--- src/rtl/tetris_pkg.sv ---
// Tetris core shared definitions:
// piece encoding and piece generator defaults.
package tetris_pkg;

  localparam int NUM_PIECES = 7;
  localparam int PIECE_W = 3;

  localparam logic [15:0] LFSR_TAPS = 16'hB400;
  localparam logic [15:0] LFSR_SEED = 16'hACE1;

  typedef enum logic [PIECE_W-1:0] {
    PIECE_I = 3'd0,
    PIECE_J = 3'd1,
    PIECE_L = 3'd2,
    PIECE_O = 3'd3,
    PIECE_S = 3'd4,
    PIECE_T = 3'd5,
    PIECE_Z = 3'd6
  } piece_e;

endpackage

--- src/rtl/lfsr_galois.sv ---
// Free-running Galois LFSR with seed load.
// A zero seed is replaced by SEED so the state never locks up.
module lfsr_galois #(
  parameter int W = 16,
  parameter logic [W-1:0] TAPS = 16'hB400,
  parameter logic [W-1:0] SEED = 16'hACE1
) (
  input  logic         clk,
  input  logic         reset,
  input  logic         load,
  input  logic [W-1:0] load_val,
  output logic [W-1:0] state
);

  always_ff @(posedge clk) begin
    if (reset) begin
      state <= SEED;
    end else if (load) begin
      state <= (load_val == '0) ? SEED : load_val;
    end else begin
      state <= (state >> 1) ^ (state[0] ? TAPS : '0);
    end
  end

endmodule

--- src/rtl/piece_rng_queue.sv ---
// Piece generator: LFSR rejection sampler, optional
// 7-bag mask and a shift-register preview queue.
module piece_rng_queue
  import tetris_pkg::*;
#(
  parameter int LFSR_W = 16,
  parameter logic [LFSR_W-1:0] TAPS = tetris_pkg::LFSR_TAPS,
  parameter logic [LFSR_W-1:0] SEED = tetris_pkg::LFSR_SEED,
  parameter int NUM_PIECES = tetris_pkg::NUM_PIECES,
  parameter int OUT_W = tetris_pkg::PIECE_W,
  parameter int QUEUE_DEPTH = 3
) (
  input  logic clk,
  input  logic reset,
  input  logic block_new,
  input  logic seed_load,
  input  logic [LFSR_W-1:0] seed_in,
  input  logic bag_mode,
  output logic [OUT_W-1:0] piece,
  output logic piece_valid,
  output logic [(QUEUE_DEPTH-1)*OUT_W-1:0] preview,
  output logic [$clog2(QUEUE_DEPTH+1)-1:0] queue_count
);

  localparam int CW = $clog2(QUEUE_DEPTH+1);
  localparam int D = QUEUE_DEPTH;
  localparam logic [OUT_W:0] NP = (OUT_W+1)'(NUM_PIECES);
  localparam logic [CW-1:0] FULL = CW'(QUEUE_DEPTH);
  localparam logic [NUM_PIECES-1:0] ONE = NUM_PIECES'(1);

  logic [LFSR_W-1:0] lfsr;
  logic [OUT_W-1:0] cand;
  logic [NUM_PIECES-1:0] mask_q;
  logic [NUM_PIECES-1:0] mask_eff;
  logic [NUM_PIECES-1:0] mask_set;
  logic [NUM_PIECES-1:0] mask_d;
  logic bag_q;
  logic [OUT_W-1:0] q_q [D];
  logic [OUT_W-1:0] q_d [D];
  logic [CW-1:0] count_q;
  logic [CW-1:0] count_d;
  logic [CW-1:0] wr_idx;
  logic pop;
  logic full;
  logic hit;
  logic accept;
  logic unused_lfsr;

  lfsr_galois #(
    .W    (LFSR_W),
    .TAPS (TAPS),
    .SEED (SEED)
  ) u_lfsr (
    .clk      (clk),
    .reset    (reset),
    .load     (seed_load),
    .load_val (seed_in),
    .state    (lfsr)
  );

  assign cand = lfsr[OUT_W-1:0];
  assign unused_lfsr = ^lfsr[LFSR_W-1:OUT_W];

  assign pop = block_new & (count_q != '0);
  assign full = (count_q == FULL);

  // A mode switch wipes the bag before this cycle's draw.
  assign mask_eff = (bag_q != bag_mode) ? '0 : mask_q;
  assign mask_set = ONE << cand;
  assign hit = |(mask_eff & mask_set);

  assign accept = !seed_load
                & ({1'b0, cand} < NP)
                & (!bag_mode | !hit)
                & (!full | pop);

  assign wr_idx = count_q - CW'(pop);

  always_comb begin
    mask_d = mask_eff | (accept ? mask_set : '0);
    if (&mask_d) begin
      mask_d = '0;
    end
  end

  always_comb begin
    q_d = q_q;
    if (pop) begin
      for (int i = 0; i < D-1; i++) begin
        q_d[i] = q_q[i+1];
      end
      q_d[D-1] = '0;
    end
    if (accept) begin
      for (int i = 0; i < D; i++) begin
        if (wr_idx == CW'(i)) begin
          q_d[i] = cand;
        end
      end
    end
    count_d = count_q + CW'(accept) - CW'(pop);
  end

  always_ff @(posedge clk) begin
    if (reset) begin
      count_q <= '0;
      mask_q <= '0;
      bag_q <= 1'b0;
      for (int i = 0; i < D; i++) begin
        q_q[i] <= '0;
      end
    end else begin
      count_q <= count_d;
      mask_q <= mask_d;
      bag_q <= bag_mode;
      q_q <= q_d;
    end
  end

  assign piece = q_q[0];
  assign piece_valid = (count_q != '0);
  assign queue_count = count_q;

  for (genvar g = 1; g < D; g++) begin : g_prev
    assign preview[(g-1)*OUT_W +: OUT_W] = q_q[g];
  end

endmodule

--- config.mk ---
export PLATFORM = sky130hd
export DESIGN_NAME = piece_rng_queue
export DESIGN_NICKNAME = d
export VERILOG_FILES = /design/src/rtl/tetris_pkg.sv /design/src/rtl/lfsr_galois.sv /design/src/rtl/piece_rng_queue.sv
export SDC_FILE = /design/constraint.sdc
export NUM_CORES = 1
export LEC_CHECK = 0
export ABC_AREA = 1
export ABC_CLOCK_PERIOD_IN_PS = 2700
export BUFFER_PORTS_ARGS = -buffer_cell sky130_fd_sc_hd__buf_2
export CAP_MARGIN = 40
export CORE_ASPECT_RATIO = 0.8
export CORE_MARGIN = 2
export CORE_UTILIZATION = 35
export DETAILED_ROUTE_END_ITERATION = 6
export PLACE_DENSITY = 0.62
export SYNTH_ARGS = -nofsm -noshare
export SYNTH_HDL_FRONTEND = slang
export SYNTH_HIERARCHICAL = 1
export SYNTH_SLANG_ARGS = --single-unit
--- constraint.sdc ---
create_clock -name clk -period 2.7 [get_ports clk]
set_input_delay 0.54 -clock clk [delete_from_list [all_inputs] [get_ports clk]]
set_output_delay 0.54 -clock clk [all_outputs]
set_load 0.03 [all_outputs]
==> flow_summary.yaml <==
die:
  die_y_um: 68.5
  die_w_um: 84.6
  core_um2: 5010
  die-area_um2: 5800
  start_util_pct: 36.4
  io_pins: 33
  core.rowCount: 23
placed_design:
  gp_congestion: 0.888
  dp_hpwl_mm: 2.92
  io_buffers: 32
  post-place-ws_ns: 0.266
  dpl-instance-area_um2: 2050
final_layout:
  syn_to_final_growth_pct: 18.1
  layout_commonest_cell: "nand2_1"
  num-fill-cells: 547
  drive_gt1_share_pct: 23.3
  nets: 327
  final_core_util_pct: 42.9
  layout_common_cells: "nand2_1 (75), nor2_1 (39), dfxtp_1 (35)"
  final_area_um2: 2150
  n_antenna_cell: 0
  area.sequential_um2: 701
  multiInputGateArea_um2: 963
setup_path:
  cpPeakStageDelay_ns: 0.37
  cp.required_ns: 2.88
  cp.depth: 9
  critPathBufInv: 2
  crit_family: "simple AND/OR/NAND/NOR gates"
  worst-path-max-fanout: 12
  crit_type: "reg2reg"
  arrival_ns: 2.41
  critPathSlowestCell: "xor2_1"
  critPathCaptureType: "flip-flop"
  cp_cell_sequence: "or2_1 -> nand2_1 -> clkinv_1 -> ha_1 -> xor2_1 -> buf_4 -> nor2_8 -> o21ai_1 -> a21oi_1"
  reg2reg_depth: 9
  cp-start-kind: "flip-flop"
drt:
  viasPerCell: 4.62
  drt-met1-wl_mm: 2.04
  firstDrtPassIters: 4
  drt_first_iter_violations: 108
  routed.top_layer: "met4"
  drcViolationCount: 0
  wirelength_mm: 3.80
  dr_wl_met2_mm: 1.50
  wl_per_cell_um: 10.3
  vias: 1695
  antenna_left: 0
  wl_met3_um: 179
clocking:
  clockBufferDepth: 2
  postCtsResizedCells: 0
  numCtsBuffers: 5
  clock_latency_ns: 0.28
  path_clk_slew_ns: 0.07
  cts_tree: "built"
  ctsRootBufferMaster: "clkbuf_8"
  cts_setup_buffers: 0
  cts_sinks: 35
  clock_tree.htree_level_count: 2
  postCtsHoldBufs: 0
pwr:
  clockPowerShare_pct: 22.1
  combPwrFrac_pct: 41.1
  seqPwrFrac_pct: 36.7
  fin_total_pwr_mw: 1.85
  power_density_nw_per_um2: 860
  ir_drop_mv: 0.518
  switching_share_pct: 40.5
  p_int_mw: 1.10
  leakage_nw: 1.05
  switchingPower_mw: 0.749
sta:
  slew_viol_final: 0
  slew_headroom_pct: 70.4
  setup_tns_ns: 0
  finalSetupViolCount: 0
  worst_slew_pin_slew_ns: 0.442
  min_period_ns: 2.23
  finClkSkew_ns: 0.00668
  fin_crit_sh_pct: 82.6
  postLayoutSetupSlackWorst_ns: 0.469
  max_freq_ghz: 0.448
  rsz0062_at_grt: "no"
  finalHoldViolCount: 0
synthesis:
  yosysWarnings: 6
  synth_cell_types: 28
  synth_fp_nets: 289
  avgSynthCellArea_um2: 6.84
  seq_area_frac_synth_pct: 38.5
  ys_ff_latch: 35
  synth_area_um2: 1820
  syn_inst: 266
run:
  max-cap-violations: 0
worst_hold_path:
  hp-class: "reg2reg"
  min_path_cells: 2
global_route:
  grtUsageTotal_pct: 14.1
  grt_remaining_overflow: 0
  grt_antenna_before_repair: 0
  grt_pass1_wl_mm: 6.47
  grt_max_degree: 18
  grt_pass1_vias: 1483
run_status:
  status: "finished, final reports clean"
routing by layer:
layer	track usage, %	vias to the layer above
met5	0	-
met4	6.15	0
met3	3.69	6
met2	22.3	40
met1	18.3	736
li1	-	913
sequential cells by signal, summed over array words and instances, names as in the netlist:
signal	count
mask_q	7
u_lfsr/state	16
piece	3
bag_q	1
preview	6
queue_count	2
area by class of cell:
class	instances	area share (%)
Clock buffer	8	4.66
Sequential cell	35	32.6
Multi-Input combinational cell	195	44.8
Tap cell	62	3.61
Inverter	31	5.47
Timing Repair Buffer	36	8.85
power by group through the flow:
| stage | Combinational [mW] | Sequential (mW) | Clock (mW) |
|---|---|---|---|
| 6_report | 0.761 | 0.680 | 0.409 |
| 5_1_grt | 0.834 | 0.694 | 0.442 |
| 3_5_place_dp | 0.766 | 0.691 | 0 |
| 4_1_cts | 0.769 | 0.679 | 0.424 |
| 2_1_floorplan | 0.430 | 0.824 | 0 |
| 3_3_place_gp | 0.756 | 0.688 | 0 |
worst min-delay path: stages (launching register included):
cell and delay (ns):
dfxtp_1 0.31, a21oi_1 0.06, nand2_1 0.05
synth_stat cells:
cell type | count | share of area, %
buf_2 | 1 | 0.27
or2_1 | 1 | 0.34
o21bai_1 | 1 | 0.41
nor3_4 | 1 | 0.89
nor2_1 | 39 | 8.0
nand2_4 | 2 | 1.2
clkinv_1 | 2 | 0.41
nand2_2 | 4 | 1.4
clkbuf_1 | 1 | 0.21
ha_1 | 2 | 1.4
clkinv_2 | 1 | 0.27
a21oi_1 | 15 | 4.1
nand3_2 | 2 | 1.1
inv_1 | 23 | 4.7
nand3_4 | 1 | 0.96
buf_4 | 1 | 0.41
inv_2 | 5 | 1.0
o21ai_1 | 6 | 1.6
nor2_2 | 8 | 2.7
dfxtp_1 | 35 | 38
nand2_1 | 75 | 15
xor2_1 | 4 | 1.9
o21ai_0 | 16 | 4.4
nand4_1 | 7 | 2.4
nor2_8 | 1 | 1.1
a21oi_2 | 3 | 1.4
buf_6 | 2 | 1.2
nand3_1 | 7 | 1.9
stage by stage:
stage               hold WS [ns]  cells
finish                     0.452    367
global route               0.472    367
CTS                        0.460    367
detailed placement         0.443    359
global placement           0.429    359
floorplan                  0.417    266
logic make-up (layout without fill, tap and decap cells):
kind of cell	Yosys count	after routing	synth area share (%)
compound gates	41	41	12.0
xor+xnor	4	4	1.92
fa+ha+maj	2	2	1.37
buf+inv	36	75	8.59
flops	35	35	38.5
simple gates	148	148	37.6
path summary, 6_finish.rpt:
path | from | end | slack [ns]
setup / recovery | queue_count[1] | piece[2] | 0.47
hold / removal | u_lfsr/state[12] | u_lfsr/state[11] | 0.45
setup reg to reg | queue_count[1] | piece[2] | 0.47
hold reg to reg | u_lfsr/state[12] | u_lfsr/state[11] | 0.45
Note: power is estimated with default switching activity, not from simulation.
